### src/rtl/asym_ram_burst_reader.sv
// Burst read engine for the wide port of the asymmetric dual-port RAM; streams words out as valid/ready.
// Optional abort input is compiled in when ASYM_RD_ABORT_EN is defined.
module asym_ram_burst_reader #(
  parameter int DW     = 16,
  parameter int AW     = 8,
  parameter int RD_LAT = 2,
  parameter int BUF_D  = 4
) (
  input  logic          clk,
  input  logic          rst_n,
  input  logic          start,
  input  logic [AW-1:0] base_addr,
  input  logic [AW:0]   len,
  output logic          busy,
  output logic          done,
  output logic          ram_we,
  output logic [AW-1:0] ram_addr,
  input  logic [DW-1:0] ram_dout,
  output logic          m_valid,
  input  logic          m_ready,
  output logic [DW-1:0] m_data,
  output logic          m_last
`ifdef ASYM_RD_ABORT_EN
  ,
  input  logic          abort
`endif
);

  localparam int PW = $clog2(BUF_D);
  localparam int CW = $clog2(BUF_D + 1);
  localparam logic [AW:0]  ONE_L   = 1;
  localparam logic [CW:0]  DEPTH_C = (CW + 1)'(BUF_D);

  localparam logic [1:0] IDLE  = 2'd0;
  localparam logic [1:0] ISSUE = 2'd1;
  localparam logic [1:0] DRAIN = 2'd2;

  logic [1:0]        state;
  logic [AW:0]       issue_left;
  logic [AW:0]       out_left;
  logic [RD_LAT-1:0] vld_p;
  logic [CW-1:0]     in_flight;
  logic [CW-1:0]     buf_count;
  logic [PW-1:0]     wr_ptr;
  logic [PW-1:0]     rd_ptr;
  logic [DW-1:0]     buf_mem [BUF_D];
  logic              done_r;
  logic              abort_hit;

  logic [CW:0] credit_sum;
  logic        issue;
  logic        capture;
  logic        pop;

`ifdef ASYM_RD_ABORT_EN
  assign abort_hit = abort && (state != IDLE);
`else
  assign abort_hit = 1'b0;
`endif

  // Credit covers every read already issued plus every word buffered, so the buffer cannot overflow.
  assign credit_sum = {1'b0, in_flight} + {1'b0, buf_count};
  assign issue      = (state == ISSUE) && (credit_sum < DEPTH_C);
  assign capture    = vld_p[RD_LAT-1];
  assign pop        = m_valid && m_ready;

  assign busy    = (state != IDLE);
  assign done    = done_r;
  assign ram_we  = 1'b0;
  assign m_valid = (buf_count != '0);
  assign m_data  = m_valid ? buf_mem[rd_ptr] : '0;
  assign m_last  = m_valid && (out_left == ONE_L);

  always_ff @(posedge clk) begin
    if (!rst_n) begin
      state      <= IDLE;
      issue_left <= '0;
      out_left   <= '0;
      vld_p      <= '0;
      in_flight  <= '0;
      buf_count  <= '0;
      wr_ptr     <= '0;
      rd_ptr     <= '0;
      ram_addr   <= '0;
      done_r     <= 1'b0;
    end else begin
      done_r <= 1'b0;
      if (abort_hit) begin
        state     <= IDLE;
        vld_p     <= '0;
        in_flight <= '0;
        buf_count <= '0;
        wr_ptr    <= '0;
        rd_ptr    <= '0;
        done_r    <= 1'b1;
      end else begin
        // Read tag pipeline: a tag leaving the last stage marks ram_dout as valid this cycle.
        vld_p     <= (vld_p << 1) | RD_LAT'(issue);
        in_flight <= in_flight + CW'(issue) - CW'(capture);
        buf_count <= buf_count + CW'(capture) - CW'(pop);
        if (capture) wr_ptr <= wr_ptr + 1'b1;
        if (pop) begin
          rd_ptr   <= rd_ptr + 1'b1;
          out_left <= out_left - 1'b1;
        end
        case (state)
          IDLE: begin
            if (start) begin
              if (len != '0) begin
                state      <= ISSUE;
                ram_addr   <= base_addr;
                issue_left <= len;
                out_left   <= len;
              end else begin
                done_r <= 1'b1;
              end
            end
          end
          ISSUE: begin
            if (issue) begin
              ram_addr   <= ram_addr + 1'b1;
              issue_left <= issue_left - 1'b1;
              if (issue_left == ONE_L) state <= DRAIN;
            end
          end
          DRAIN: begin
            if (pop && (out_left == ONE_L)) begin
              state  <= IDLE;
              done_r <= 1'b1;
            end
          end
          default: state <= IDLE;
        endcase
      end
    end
  end

  always_ff @(posedge clk) begin
    if (capture) buf_mem[wr_ptr] <= ram_dout;
  end

endmodule

### config.mk
export PLATFORM = sky130hd
export DESIGN_NAME = asym_ram_burst_reader
export DESIGN_NICKNAME = d
export VERILOG_FILES = /design/src/rtl/asym_ram_burst_reader.sv
export SDC_FILE = /design/constraint.sdc
export NUM_CORES = 1
export LEC_CHECK = 0
export ABC_AREA = 1
export CAP_MARGIN = 20
export CORE_ASPECT_RATIO = 0.75
export CORE_MARGIN = 2
export CORE_UTILIZATION = 56
export CTS_CLUSTER_DIAMETER = 40
export DETAILED_ROUTE_END_ITERATION = 6
export MAX_ROUTING_LAYER = met4
export PLACE_DENSITY = 0.81
export SLEW_MARGIN = 30
export SYNTH_ARGS = -nofsm -noshare
export SYNTH_HDL_FRONTEND = slang
export SYNTH_SLANG_ARGS = --single-unit
export TNS_END_PERCENT = 30
### constraint.sdc
create_clock -name clk -period 6.1 [get_ports clk]
set_clock_uncertainty 0.15 [all_clocks]
set_input_delay 1.525 -clock clk [delete_from_list [all_inputs] [get_ports clk]]
set_output_delay 1.525 -clock clk [all_outputs]
set_load 0.01 [all_outputs]
==> impl_results.md <==
- Xor and xnor area share after synthesis: 0.0104
- Setup bufs post-CTS: 0
- RSZ-0062 raised after global routing: false
- Starting DRT DRC Count: 369
- Final Setup Violations: 0
- Vias in the first global route: 3700
- GRT Total Usage: 0.233
- Max cap viols: 0
- Hold path depth: 2
- Ports: 66
- Yosys warnings: 0
- WL/cell: 14.0 µm
- Clock latency on the worst-skew pair: 0.34 ns
- CP max FO: 17
- CP Capture Type: primary output
- EDFF count, synth: 64
- CTS tree: yes
- Maximum root-to-sink buffer count: 2
- Root buf cell: clkbuf_16
- Mapped Nets: 647
- Pint: 1610 µW
- Hold endpoint: vld_p[1]
- Rows: 30
- Pre-Repair DR Iteration Count: 5
- R2R Setup Slk: 3.27 ns
- Fin crit period: 4.27 ns
- CP Cell Sequence: inv_1 -> nor2_1 -> o21ai_0 -> a21oi_1 -> clkdlybuf4s50_1
- Final Total Pwr: 2630 µW
- Part of the power in registers: 0.379
- Sw frac: 0.387
- Crit share post-route: 0.700
- Core Region: 8930 µm²
- Cell count after synthesis: 593
- Chip width: 114 µm
- Clock Power Share: 0.207
- DRT Wirelength: 10700 µm
- Compound-gate portion of the synthesized area: 0.109
- Hold WS: 0.268 ns
- ANT nets after route: 0
- Max Fclk: 234 MHz
- Clk pin slew, worst setup/hold paths: 0.07 ns
- Lkg Pwr: 0.00247 µW
- Setup TNS: 0 ns
- Slew @ Worst Pin: 0.836 ns
- H-tree levels: 3
- Yosys cell types: 36
- Mux contribution to synthesized area: 0.00197
- VDD IR max: 0.239 mV
- Hold Fails Final Rpt: 0
- Mapped Area: 5080 µm²
- DIE AREA: 9850 µm²
- Startpoint types: flip-flop
- Ys flop type: edfxtp_1
- FF+latch count, synth: 107
- Area Growth Syn to Fin: 19.0%
- Syn_area_per_cell: 8.56 µm²
- Power Density: 435 nW/µm²
- HP Class: reg -> reg
- Total net switching power: 1020 µW
- DR vias: 4037
- Die height: 86.5 µm
- First-pass GRT wire length: 17500 µm
- Hold-fix buffers, CTS: 0
- Synth Area in Simple Gates: 0.222
- # resized after CTS: 0
- Grt ovf: 0
- Filler cells: 736
- Max-slew headroom: 0.442
- NumNets Final: 700
- WP data required: 4.43 ns
- Most frequent standard cell in the layout excluding fill and tap cells: nor2_1
- Max-slew violations: 0
- Slowest-stage cell, CP: dfxtp_1
- CP peak stage delay: 0.71 ns
- GPL Wtd Cong: 0.841
- CTS Buf Count: 9
- Starting Density: 0.568
- Commonest cells after routing, fill and taps aside: 135 x nor2_1, 95 x nand2_1, 64 x edfxtp_1, 64 x clkdlybuf4s50_1, 50 x o21ai_0
- Post-synth top area share: 0.379
- Antenna violations before repair: 0
- Status: finished clean
- Top cells by area, synth: edfxtp_1 38%, dfxtp_1 17%, nor2_1 10%
- Layout cells sized above 1: 0.0507
- Antenna cells: 0
- PortBufs: 64
- Asr flop ratio synth: 0
- Reg2Reg Capture Point: in_flight[2]
- DRC Markers: 0
- Seq/Total Area, Yosys: 0.548
- Main combinational cell family by area after synthesis: simple AND/OR/NAND/NOR gates
- R2r worst-path depth: 11
- Worst Path Arrival: 2.60 ns
- Critical path class: reg -> out
- Hold_sp: vld_p[0]
- Leading area contributor after synthesis: edfxtp_1
- Largest net degree at the start of global routing: 34
- CTS sink cnt: 107
- Combinational fraction of design power: 0.414
- R2r startpoint: state[0]
- DP HPWL: 7190 µm
- Synth Area in Adders: 0.0449
- Vias per cell: 5.29
[metal layers]
layer	vias up	part of all wire	GRT usage
met5	-	0	-
met4	0	0.012	0.0621
met3	9	0.052	0.0476
met2	110	0.47	0.360
met1	1870	0.46	0.319
li1	2048	-	-
[sequential cells by signal, indices dropped and copies added (netlist names), named ones only]
name / count
vld_p: 2
rd_ptr: 2
buf_count: 3
out_left: 9
state: 2
ram_addr: 8
issue_left: 9
in_flight: 3
buf_mem: 64
done: 1
wr_ptr: 2
[cells by family after synthesis]
family | after synthesis
other | 1
multiplexers | 1
AO/OA/AOI/OAI | 106
AND/OR/NAND/NOR | 276
flip-flops | 107
adder cells (fa/ha/maj) | 17
XOR/XNOR | 6
buffers and inverters | 79
[synthesized netlist by cell type, types with 3 or more instances]
cell / count
o21ai_0: 50
edfxtp_1: 64
nand3_1: 28
dfxtp_1: 43
a21oi_1: 31
or2_2: 3
ha_1: 15
nand4_1: 5
o21ai_1: 17
a31oi_1: 4
xor2_1: 4
nor2_1: 135
nand2_1: 95
inv_2: 4
buf_2: 9
clkbuf_1: 12
inv_1: 49
[critical path, delay by kind of cell (launching register included)]
family | cells | cell delay [ns]
compound gates | 2 | 0.30
buf+inv | 2 | 1.04
flops | 1 | 0.71
simple gates | 1 | 0.21
[per-stage QoR]
step | utilization | cell area (µm²) | cells | setup WS, ns
final | 0.676 | 6040 | 763 | 1.83
after global routing | 0.676 | 6040 | 763 | 1.56
after CTS | 0.676 | 6040 | 763 | 1.76
after detailed placement | 0.645 | 5760 | 747 | 2.16
after global placement | 0.645 | 5760 | 747 | 2.21
after floorplan | - | 5080 | 593 | 2.81
[power groups by stage]
stage	combinational (µW)	sequential [µW]	clock (µW)
finish	1090	995	545
global route	1230	1020	580
CTS	1090	994	553
detailed placement	1080	1010	0
global placement	1050	1000	0
floorplan	741	991	0
[final cells by class]
cell class | count | area, µm² | share of cell area
clock inverter | 5 | 35.0 | 0.00580
tap | 112 | 140 | 0.0232
sequential | 107 | 2780 | 0.461
multi-input combinational | 407 | 1970 | 0.327
clock buffer | 11 | 243 | 0.0402
timing repair buffer | 67 | 663 | 0.110
inverter | 54 | 203 | 0.0336
[how the worst max path moves through the flow]
stage          slack [ns]           end  depth (start not counted)
2_1_floorplan        2.81  buf_count[2]                          9
3_3_place_gp         2.21     m_data[0]                          5
3_5_place_dp         2.16     m_data[3]                          5
4_1_cts              1.76     m_data[3]                          5
5_1_grt              1.56    m_data[15]                          5
6_report             1.83     m_data[3]                          5
No activity file was read; power rests on OpenSTA's default activity.
